<file path="src/rtl/hs32_mem_arbiter.sv">
// HS32 two-master memory arbiter: fetch and execute share one bus.
// Execute has priority, bounded by a fetch starvation guard.
module hs32_mem_arbiter #(
  parameter int unsigned STARVE_MAX = 3
) (
  input  logic        clk,
  input  logic        reset,
  input  logic [31:0] addrf,
  input  logic        stbf,
  output logic [31:0] dtrf,
  output logic        ackf,
  output logic        stlf,
  input  logic [31:0] addre,
  input  logic [31:0] dtwe,
  input  logic        rwe,
  input  logic        stbe,
  output logic [31:0] dtre,
  output logic        acke,
  output logic        stle,
  output logic [31:0] addr,
  output logic [31:0] dtw,
  output logic        rw,
  output logic        stb,
  input  logic [31:0] dtr,
  input  logic        ack,
  input  logic        stl
);

  typedef enum logic {IDLE, BUSY} state_t;
  typedef enum logic {OWN_F, OWN_E} own_t;

  localparam logic [3:0] SMAX = 4'(STARVE_MAX);

  state_t      state, state_n;
  own_t        owner, owner_n;
  logic        fwait, fwait_n;
  logic [3:0]  cnt, cnt_n;
  logic [31:0] addr_n, dtw_n, dtrf_n, dtre_n;
  logic        rw_n, stb_n;
  logic        ackf_n, acke_n, stlf_n, stle_n;
  logic        starve;

  assign starve = fwait && (cnt == SMAX);

  always_comb begin
    state_n = state;
    owner_n = owner;
    fwait_n = fwait;
    cnt_n   = cnt;
    addr_n  = addr;
    dtw_n   = dtw;
    rw_n    = rw;
    dtrf_n  = dtrf;
    dtre_n  = dtre;
    stb_n   = 1'b0;
    ackf_n  = 1'b0;
    acke_n  = 1'b0;
    stlf_n  = 1'b0;
    stle_n  = 1'b0;
    case (state)
      IDLE: begin
        if (stbe && !starve) begin
          state_n = BUSY;
          owner_n = OWN_E;
          stb_n   = 1'b1;
          addr_n  = addre;
          dtw_n   = dtwe;
          rw_n    = rwe;
          if (fwait && cnt != 4'hf)
            cnt_n = cnt + 4'd1;
          if (stbf) begin
            stlf_n  = 1'b1;
            fwait_n = 1'b1;
          end
        end else if (stbf) begin
          state_n = BUSY;
          owner_n = OWN_F;
          stb_n   = 1'b1;
          addr_n  = addrf;
          dtw_n   = '0;
          rw_n    = 1'b0;
          fwait_n = 1'b0;
          cnt_n   = '0;
          stle_n  = stbe;
        end else begin
          stle_n = stbe;
        end
      end
      BUSY: begin
        // Any strobe during a transaction is rejected, even from the owner.
        stle_n = stbe;
        if (stbf) begin
          stlf_n  = 1'b1;
          fwait_n = 1'b1;
        end
        if (stl) begin
          state_n = IDLE;
          if (owner == OWN_E) stle_n = 1'b1;
          else                stlf_n = 1'b1;
        end else if (ack) begin
          state_n = IDLE;
          if (owner == OWN_E) begin
            acke_n = 1'b1;
            dtre_n = dtr;
          end else begin
            ackf_n = 1'b1;
            dtrf_n = dtr;
          end
        end
      end
      default: state_n = IDLE;
    endcase
  end

  always_ff @(posedge clk) begin
    if (!reset) begin
      state <= IDLE;
      owner <= OWN_F;
      fwait <= 1'b0;
      cnt   <= '0;
      addr  <= '0;
      dtw   <= '0;
      rw    <= 1'b0;
      stb   <= 1'b0;
      dtrf  <= '0;
      dtre  <= '0;
      ackf  <= 1'b0;
      acke  <= 1'b0;
      stlf  <= 1'b0;
      stle  <= 1'b0;
    end else begin
      state <= state_n;
      owner <= owner_n;
      fwait <= fwait_n;
      cnt   <= cnt_n;
      addr  <= addr_n;
      dtw   <= dtw_n;
      rw    <= rw_n;
      stb   <= stb_n;
      dtrf  <= dtrf_n;
      dtre  <= dtre_n;
      ackf  <= ackf_n;
      acke  <= acke_n;
      stlf  <= stlf_n;
      stle  <= stle_n;
    end
  end

endmodule

</file>
<file path="config.mk">
export PLATFORM = sky130hd
export DESIGN_NAME = hs32_mem_arbiter
export DESIGN_NICKNAME = d
export VERILOG_FILES = /design/src/rtl/hs32_mem_arbiter.sv
export SDC_FILE = /design/constraint.sdc
export NUM_CORES = 1
export LEC_CHECK = 0
export ABC_CLOCK_PERIOD_IN_PS = 2200
export BUFFER_PORTS_ARGS = -buffer_cell sky130_fd_sc_hd__buf_2
export CORE_MARGIN = 8
export CORE_UTILIZATION = 47
export CTS_BUF_LIST = sky130_fd_sc_hd__clkbuf_8
export DETAILED_ROUTE_END_ITERATION = 12
export PLACE_DENSITY = 0.82
export REMOVE_ABC_BUFFERS = 1
export SYNTH_ARGS = -nofsm -noshare
export SYNTH_HDL_FRONTEND = slang
export SYNTH_SLANG_ARGS = --single-unit
</file>
<file path="constraint.sdc">
create_clock -name clk -period 2.2 [get_ports clk]
set_input_delay 0.44 -clock clk [delete_from_list [all_inputs] [get_ports clk]]
set_output_delay 0.44 -clock clk [all_outputs]
set_load 0.01 [all_outputs]
</file>
==> flow_summary_export.csv, run 1 <==
group,metric,value,unit
placement,port_buffers,268,
synthesis,avgSynthCellArea,8.829,µm²
synthesis,synth_edf_count,0,
worst_setup_path,worst_path_largest_cell_delay,0.58,ns
power_and_ir_drop,design_power_total,0.005730,W
layout,most-common-layout-cells,"buf_2, dfxtp_1, nand2_1",
power_and_ir_drop,p_int,0.004253,W
detailed_routing,routed_wl,16200,µm
timing,relSlewSlack,0.4868,
worst_setup_path,rrSetupSlack,0.09,ns
placement,dp_hpwl,11640,µm
cts,root_buffer,"clkbuf_8",
timing,finalSetupViolations,0,
layout,layout_commonest_cell,"buf_2",
cts,cts.sinks,141,
global_routing,gr-usage-all-layers,0.2067,
worst_setup_path,crit_path_cell_trace,"buf_4 -> nand3b_1 -> or2_2 -> nand2_1 -> a21oi_1",
timing,fin_tns_setup,0,ns
cts,htree_levels,4,
cts,clk_latency,0.43,ns
synthesis,netlist_area,5306,µm²
die,dieHeight,122.3,µm
timing,slew_viol_final,0,
worst_setup_path,worstReg2RegStart,"state",
worst_setup_path,reg2reg_depth,5,
detailed_routing,vias,5218,
hold_path,whs_endpoint,"dtw[20]",
layout,layout.nets,988,
flow_run,cap_viol_max_count,0,
cts,cts_made_buffers,17,
synthesis,yosysWarningCount,0,
cts,clkTransAtPathRegs,0.08,ns
detailed_routing,drc,0,
outcome,status,"complete, no violations",
die,io_pins,269,
die,initial_utilization,0.4728,
power_and_ir_drop,share_clk_of_total_power,0.400,
global_routing,first_global_vias,4932,
cts,cts_tree,"yes",
timing,period_minus_slack,2.112,ns
die,fp.dieW,122.3,µm
die,dieArea,14950,µm²
synthesis,seq_area_frac_synth,0.5320,
synthesis,yosysUniqueCellTypes,34,
worst_setup_path,path_class,"reg -> reg",
die,core_area,11220,µm²
synthesis,syn_inst,601,
power_and_ir_drop,combPwrFrac,0.121,
synthesis,synth_async_sr_flop_share,0,
global_routing,grt-ovfl-total,0,
synthesis,ys_ff_latch,141,
timing,clock_skew,0.01434,ns
placement,gp_congestion,0.8043,
global_routing,grt_pass1_wl,24780,µm
hold_path,min_from,"dtwe[20]",
layout,diodes,0,
detailed_routing,postRouteAntennaNets,0,
worst_setup_path,cpMaxStageDelayCell,"or2_2",
worst_setup_path,cp.arrival,2.40,ns
worst_setup_path,cp-end-kind,"register",
global_routing,antenna_found_initial,0,
hold_path,min_path_type,"in -> reg",
power_and_ir_drop,leakagePower,3.416,nW
power_and_ir_drop,seqPwrFrac,0.479,
die,core.rowCount,39,
timing,grt_setup_unrepaired,"false",
power_and_ir_drop,switchingPower,0.001477,W
power_and_ir_drop,peakVddDrop,0.0004989,V
hold_path,holdPathStages,2,
global_routing,grt_max_degree,75,
timing,timing.final.crit_share,0.9600,
power_and_ir_drop,switching_share,0.2578,
layout,area_growth,35.63,%
synthesis,synth_ff_type,"dfxtp_1",
timing,finalHoldViolCount,0,
detailed_routing,drt_pass1_iterations,5,
timing,tightest_slew,0.7698,ns
worst_setup_path,cp-start-kind,"register",
layout,layout-drive-gt1-share,0.4116,
worst_setup_path,critPathMaxFanout,33,
cts,holdBufCountCts,0,
detailed_routing,viasPerCell,5.177,
detailed_routing,drt-wirelength-per-cell,16.07,µm
timing,fmax,473.5,MHz
cts,cts_max_path_buffers,2,
detailed_routing,drtIter0Drc,447,
worst_setup_path,required,2.48,ns
worst_setup_path,worstReg2RegEnd,"dtre[4]",
power_and_ir_drop,power_density,796.2,nW/µm²
[cells in the mapped netlist (2+ instances only)]
library cell    n  area (µm²)
clkbuf_1       27       101.4
nand3_1         4       20.02
o21ai_0         4       20.02
a22o_1         33       289.0
nor3_1         34       170.2
dfxtp_1       141        2823
nand2_1       134       503.0
nor2_1          6       22.52
a31oi_1        32       200.2
nor2_2          2       12.51
inv_1          37       138.9
o31ai_1         2       15.01
buf_2          25       125.1
o221a_2        31       349.1
o22ai_1         3       18.77
a21oi_1        67       335.3
buf_1           2       7.510
[registers in the layout (all words and copies together) (netlist names)]
register,count
addr,32
dtre,32
dtrf,32
dtw,32
cnt,4
acke,1
ackf,1
fwait,1
owner,1
rw,1
state,1
stb,1
stle,1
stlf,1
[timing repair]
item                       CTS  global route
buffers inserted             0             0
setup endpoints to repair    0            47
resized for setup            0             2
[area by class of cell]
class / instances / area [µm²]
clock buffer: 17 / 234.0
clock inverter: 15 / 210.2
fill: 984 / 4026
inverter: 37 / 138.9
multi-input combinational: 370 / 2143
sequential: 141 / 2823
tap: 143 / 178.9
timing repair buffer: 285 / 1469
[power groups by stage]
stage / logic, W / registers, W / clock network, W
floorplan: 0.000257 / 0.00286 / 0
global placement: 0.000685 / 0.00280 / 0
detailed placement: 0.000701 / 0.00280 / 0
CTS: 0.000699 / 0.00274 / 0.00234
global route: 0.000763 / 0.00276 / 0.00247
finish: 0.000696 / 0.00274 / 0.00229
[worst max path at each step]
stage,start,endpoint,cells after the start
5_1_grt,state,dtre[23],5
3_3_place_gp,cnt[0],dtw[27],5
6_report,state,dtre[4],5
2_1_floorplan,reset,dtw[0],3
4_1_cts,cnt[0],addr[11],6
3_5_place_dp,cnt[0],dtw[19],5
[critical path: cells and delay by family, from the launching register on]
kind / cells / cell delay (ns)
and+or+nand+nor: 3 / 0.94
DFF: 1 / 0.57
buffers and inverters: 1 / 0.36
AOI/OAI and AO/OA: 1 / 0.07
[per-stage QoR]
step | util | area [µm²] | worst slack [ns] | cells | hold WS (ns)
after CTS | 0.6394 | 7176 | 0.1012 | 1007 | 0.1849
after detailed placement | 0.5998 | 6731 | 0.1242 | 975 | 0.4430
after floorplan | - | 5072 | -0.4149 | 547 | 0.4634
final | 0.6412 | 7197 | 0.08795 | 1008 | 0.2169
after global routing | 0.6412 | 7197 | 0.002725 | 1008 | 0.1836
after global placement | 0.5998 | 6731 | 0.1513 | 975 | 0.4389
[routing by layer]
| layer | global-route usage | wire length [µm] | up-vias |
|---|---|---|---|
| met1 | 0.2553 | 6837 | 2367 |
| met5 | 0 | 0 | - |
| li1 | - | - | 2612 |
| met4 | 0.05864 | 128 | 0 |
| met3 | 0.07452 | 1519 | 10 |
| met2 | 0.3338 | 7714 | 229 |
[cell families after synthesis]
family | after synthesis | synth area share
and+or+nand+nor | 187 | 0.1490
AOI/OAI and AO/OA | 180 | 0.2448
DFF | 141 | 0.5320
buffers and inverters | 91 | 0.07027
xor gates and xnor gates | 1 | 0.001651
adders and majority gates | 1 | 0.002358
(Power assumes the default switching activity.)
==> inputs of run 2 (changes only) <==
ABC_AREA = 1   (was default)
CORE_UTILIZATION = 48   (was 47)
PLACE_DENSITY = 0.83   (was 0.82)
==> run 2 against run 1 <==
Clock-buffer cell count unchanged. Clock skew rose by 0.0043 ns. Sequential cell count did not move. Largest power group unchanged. Utilization grew 0.22 points. Total power up 1.1%. Combinational power up 15%. Area after synthesis grew 4.0%. Largest cell class unchanged.
==> flow_summary_export.csv, run 2 <==
group,metric,value,unit
worst_setup_path,required,2.50,ns
synthesis,synth_top_area_frac,0.5113,
die,core.rowCount,39,
synthesis,synth_async_sr_flop_share,0,
timing,tightest_slew,0.6518,ns
power_and_ir_drop,peakVddDrop,0.0004807,V
placement,dp_cells,1115,
global_routing,first_global_vias,5137,
power_and_ir_drop,switching_share,0.2656,
synthesis,netlist_area,5520,µm²
cts,clkTransAtPathRegs,0.07,ns
synthesis,yosysTopAreaCell,"dfxtp_1",
synthesis,synth_commonest_cells,"nor2_1, nand2_1, dfxtp_1, o21ai_0, a21oi_1",
layout,layout-drive-gt1-share,0.3420,
hold_path,min_from,"dtr[8]",
timing,finalSetupViolations,0,
die,fp.dieW,123.2,µm
die,core_area,11320,µm²
timing,period_minus_slack,1.790,ns
synthesis,ys_ff_latch,141,
power_and_ir_drop,share_clk_of_total_power,0.384,
cts,cts_tree,"yes",
layout,regArea,2823,µm²
worst_setup_path,cp-end-kind,"register",
worst_setup_path,cpMaxStageDelayCell,"a221oi_1",
layout,postLayoutCoreUtil,0.6435,
detailed_routing,wl_met3,1708,µm
power_and_ir_drop,design_power_total,0.005791,W
cts,cts_resized,0,
global_routing,grt_max_degree,49,
timing,slew_viol_final,0,
layout,area_growth,31.96,%
detailed_routing,drtIter0Drc,390,
cts,clk_latency,0.43,ns
synthesis,synth_edf_count,0,
power_and_ir_drop,leakagePower,3.761,nW
detailed_routing,viasPerCell,4.880,
timing,fmax,558.6,MHz
detailed_routing,met1Wirelength,6636,µm
detailed_routing,drt-wirelength-per-cell,14.20,µm
cts,cts_made_buffers,17,
timing,finalHoldViolCount,0,
placement,port_buffers,268,
global_routing,antenna_found_initial,0,
cts,cts.sinks,141,
detailed_routing,postRouteAntennaNets,0,
die,dieHeight,123.2,µm
cts,post-cts-setup-buffer-count,0,
synthesis,syn_inst,740,
detailed_routing,wl_met2,7800,µm
worst_setup_path,worst_path_largest_cell_delay,0.49,ns
synthesis,seq_area_frac_synth,0.5113,
worst_setup_path,cp-start-kind,"register",
synthesis,synth_top_family_by_area,"simple AND/OR/NAND/NOR gates",
hold_path,holdPathStages,3,
layout,layout.nets,1127,
synthesis,synthSimpleGateAreaFrac,0.2831,
worst_setup_path,critPathMaxFanout,36,
detailed_routing,top_layer,"met4",
flow_run,cap_viol_max_count,0,
worst_setup_path,crit_path_cell_trace,"ha_1 -> nand2_1 -> inv_2 -> nand2_4 -> nand2_2 -> a221oi_1",
detailed_routing,vias,5592,
power_and_ir_drop,switchingPower,0.001538,W
die,dieArea,15190,µm²
layout,nFillCells,1044,
synthesis,synth_xor_xnor_area_share,0.003173,
global_routing,gr-usage-all-layers,0.2065,
synthesis,avgSynthCellArea,7.460,µm²
synthesis,yosysWarningCount,0,
timing,timing.final.crit_share,0.8138,
power_and_ir_drop,seqPwrFrac,0.478,
synthesis,ys_top_cells_by_area,"dfxtp_1, nor2_1, nand2_1, o21ai_0, a21oi_1",
cts,holdBufCountCts,0,
hold_path,whs_endpoint,"dtre[8]",
layout,multi_input_area,2350,µm²
synthesis,synth_ff_type,"dfxtp_1",
synthesis,yosysMostFrequentCell,"nor2_1",
timing,fin_tns_setup,0,ns
placement,gp_congestion,0.7791,
hold_path,min_path_type,"in -> reg",
synthesis,muxShareOfSynthArea,0,
detailed_routing,drt_pass1_iterations,6,
worst_setup_path,cp.arrival,2.09,ns
worst_setup_path,rrSetupSlack,0.41,ns
global_routing,grt_pass1_wl,25130,µm
power_and_ir_drop,combPwrFrac,0.139,
detailed_routing,drc,0,
cts,root_buffer,"clkbuf_8",
synthesis,synthAdderAreaFrac,0.002267,
worst_setup_path,path_class,"reg -> reg",
placement,dp_hpwl,12010,µm
timing,relSlewSlack,0.5640,
worst_setup_path,reg2reg_depth,6,
layout,diodes,0,
layout,final_cells,1146,
power_and_ir_drop,p_int,0.004253,W
worst_setup_path,worstReg2RegStart,"cnt[0]",
cts,cts_max_path_buffers,2,
timing,setup_ws,0.4097,ns
timing,clock_skew,0.01860,ns
placement,dp_worst_setup_slack,0.3937,ns
die,initial_utilization,0.4876,
power_and_ir_drop,power_density,794.9,nW/µm²
synthesis,yosysUniqueCellTypes,28,
layout,most-common-layout-cells,"buf_2, nor2_1, nand2_1",
cts,htree_levels,4,
worst_setup_path,worstReg2RegEnd,"stlf",
die,io_pins,269,
outcome,status,"complete, no violations",
detailed_routing,routed_wl,16270,µm
layout,layout_commonest_cell,"buf_2",
global_routing,grt-ovfl-total,0,
synthesis,synth_compound_area_frac,0.1367,
timing,grt_setup_unrepaired,"false",
[run 2: layer usage]
metal / GRT usage / vias up
met5: 0 / -
met2: 0.3440 / 240
met4: 0.06622 / 0
met3: 0.07671 / 10
li1: - / 2840
met1: 0.2417 / 2502
[run 2: worst max-delay path by stage]
stage | from | endpoint | cells past startpoint
floorplan | stl | dtre[0] | 6
global placement | cnt[0] | stlf | 6
detailed placement | cnt[0] | stlf | 6
CTS | cnt[0] | stlf | 6
global route | cnt[0] | addr[26] | 9
finish | cnt[0] | stlf | 6
[run 2: layout make-up]
type / instances / area share
sequential: 141 / 0.3875
multi-input combinational: 537 / 0.3226
timing repair buffer: 279 / 0.1989
clock buffer: 17 / 0.03212
clock inverter: 14 / 0.02662
tap: 143 / 0.02456
inverter: 15 / 0.007729
[run 2: cell families after synthesis]
kind of cell	after synthesis
fa+ha+maj	1
simple gates	395
compound gates	139
xor+xnor	2
flops	141
buf+inv	62
[run 2: through the flow]
step	instance area [µm²]	hold WS [ns]
6_report	7284	0.2528
2_1_floorplan	5226	0.4717
4_1_cts	7284	0.2175
3_3_place_gp	6857	0.4440
3_5_place_dp	6857	0.4496
5_1_grt	7284	0.2229
[run 2: critical path, delay by kind of cell (launching register included)]
family	cells	cell delay, ns
flip-flops	1	0.34
AND/OR/NAND/NOR	3	0.55
buffers and inverters	1	0.06
adder cells (fa/ha/maj)	1	0.24
AO/OA/AOI/OAI	1	0.49
[run 2: power groups by stage]
stage / Combinational [W] / Clock [W] / Sequential [W]
4_1_cts: 0.000813 / 0.00228 / 0.00276
2_1_floorplan: 0.000337 / 0 / 0.00289
5_1_grt: 0.000900 / 0.00239 / 0.00278
6_report: 0.000802 / 0.00222 / 0.00277
3_3_place_gp: 0.000798 / 0 / 0.00282
3_5_place_dp: 0.000812 / 0 / 0.00282
==> inputs of run 3 (changes only) <==
ABC_CLOCK_PERIOD_IN_PS = 1650   (was 2200)
clock period = 1.65 ns   (was 2.2 ns; I/O delays follow)
==> run 3 against run 2 <==
Combinational power grew 41%. Cell count rose by 0.44%. Maximum frequency up 16%. Register-to-register slack worse by 0.30 ns. Critical path type unchanged. Critical endpoint is now rw. Largest cell class unchanged.
==> flow_summary_export.csv, run 3 (synthesis gave the netlist of run 2 again) <==
group,metric,value,unit
outcome,status,"complete, no violations",
cts,post-cts-setup-buffer-count,0,
global_routing,antenna_found_initial,0,
die,initial_utilization,0.4876,
cts,holdBufCountCts,0,
cts,cts.sinks,141,
worst_setup_path,required,1.99,ns
detailed_routing,drt-wirelength-per-cell,14.27,µm
global_routing,grt_max_degree,52,
global_routing,grt_pass1_wl,25250,µm
detailed_routing,drtIter0Drc,423,
timing,finalSetupViolations,0,
die,dieArea,15190,µm²
placement,dpl-instance-area,6962,µm²
cts,clk_latency,0.42,ns
global_routing,first_global_vias,5293,
detailed_routing,wl_met2,7692,µm
cts,root_buffer,"clkbuf_8",
cts,clkTransAtPathRegs,0.08,ns
timing,slew_viol_final,0,
worst_setup_path,worstReg2RegStart,"cnt[0]",
timing,fmax,648.5,MHz
layout,layout_commonest_cell,"buf_2",
flow_run,cap_viol_max_count,0,
detailed_routing,viasPerCell,4.826,
layout,layout-drive-gt1-share,0.3472,
power_and_ir_drop,power_density,1066,nW/µm²
detailed_routing,postRouteAntennaNets,0,
die,fp.dieW,123.2,µm
timing,grt_setup_unrepaired,"false",
worst_setup_path,cp-start-kind,"register",
detailed_routing,vias,5555,
timing,clock_skew,0.01624,ns
layout,fin_area,7446,µm²
hold_path,min_from,"dtr[2]",
timing,period_minus_slack,1.542,ns
global_routing,gr-usage-all-layers,0.2071,
global_routing,grt-ovfl-total,0,
detailed_routing,drt_pass1_iterations,4,
die,core.rowCount,39,
detailed_routing,drc,0,
worst_setup_path,path_class,"reg -> reg",
worst_setup_path,cp-end-kind,"register",
hold_path,min_path_type,"in -> reg",
power_and_ir_drop,peakVddDrop,0.0006540,V
placement,dp_hpwl,12000,µm
worst_setup_path,startpoint,"cnt[0]",
layout,diodes,0,
cts,cts_max_path_buffers,2,
worst_setup_path,cp.arrival,1.89,ns
layout,postLayoutCoreUtil,0.6577,
detailed_routing,met1Wirelength,6793,µm
detailed_routing,routed_wl,16420,µm
detailed_routing,top_layer,"met4",
cts,cts_tree,"yes",
layout,layout.nets,1132,
layout,area_growth,34.88,%
timing,fin_tns_setup,0,ns
die,io_pins,269,
timing,worst_hold_slack,0.1458,ns
cts,cts_made_buffers,17,
timing,relSlewSlack,0.7568,
timing,timing.final.crit_share,0.9345,
timing,tightest_slew,0.3648,ns
placement,dp_worst_setup_slack,0.01948,ns
die,dieHeight,123.2,µm
die,core_area,11320,µm²
layout,most-common-layout-cells,"buf_2, nor2_1, nand2_1",
placement,port_buffers,268,
worst_setup_path,critPathMaxFanout,26,
power_and_ir_drop,leakagePower,3.839,nW
cts,htree_levels,4,
placement,gp_congestion,0.8426,
detailed_routing,wl_met3,1741,µm
timing,finalHoldViolCount,0,
timing,setup_ws,0.1080,ns
==> run 3: cell types whose count changed in the layout (fill, tap and decap cells not counted), sizes merged <==
cell / before / now
clkinv: 7 / 5
clkinvlp: 2 / 0
buf: 279 / 283
bufinv: 4 / 5
inv: 16 / 19
clkbuf: 17 / 18
==> run 3: repair_timing <==
item                                    4_1_cts  5_1_grt
endpoints found under the setup margin        1       21
cloned                                        0        1
resized for setup                             1        3
==> run 3: routing by layer <==
metal | GRT usage | vias up
li1 | - | 2846
met1 | 0.2459 | 2464
met2 | 0.3390 | 228
met3 | 0.07717 | 17
met4 | 0.06998 | 0
met5 | 0 | -
==> run 3: through the flow <==
step	cells	power (W)
2_1_floorplan	693	0.004296
3_3_place_gp	1119	0.004856
3_5_place_dp	1119	0.004880
4_1_cts	1150	0.007992
5_1_grt	1151	0.008319
6_report	1151	0.007939
==> run 3: worst max-delay path: stages, from the launching register on <==
cell and delay, ns:
dfxtp_2 0.35, ha_2 0.21, nand2_1 0.07, inv_2 0.09, nand2_4 0.07, nand3_4 0.08
nand2_4 0.06, inv_2 0.12, buf_12 0.19, nand2_1 0.07, a21oi_1 0.15
==> run 3: path summary, 6_finish.rpt <==
path / cells after the start / slack, ns / to
setup / recovery: 10 / 0.11 / rw
hold reg to reg: 2 / 0.46 / dtw[12]
hold / removal: 3 / 0.15 / dtre[2]
setup reg to reg: 10 / 0.11 / rw
==> run 3: final cells by class <==
| cell class | instances | area, µm² |
|---|---|---|
| clock buffer | 17 | 234.0 |
| clock inverter | 14 | 216.5 |
| fill | 977 | 3875 |
| inverter | 15 | 56.30 |
| multi-input combinational | 537 | 2352 |
| sequential | 141 | 2825 |
| tap | 143 | 178.9 |
| timing repair buffer | 284 | 1583 |
==> run 3: power breakdown <==
group | switching (W) | internal (W) | total [W]
registers | 0.0000968 | 0.00359 | 0.00369
clock network | 0.00132 | 0.00180 | 0.00312
logic | 0.000651 | 0.000475 | 0.00113
total | 0.00207 | 0.00587 | 0.00794
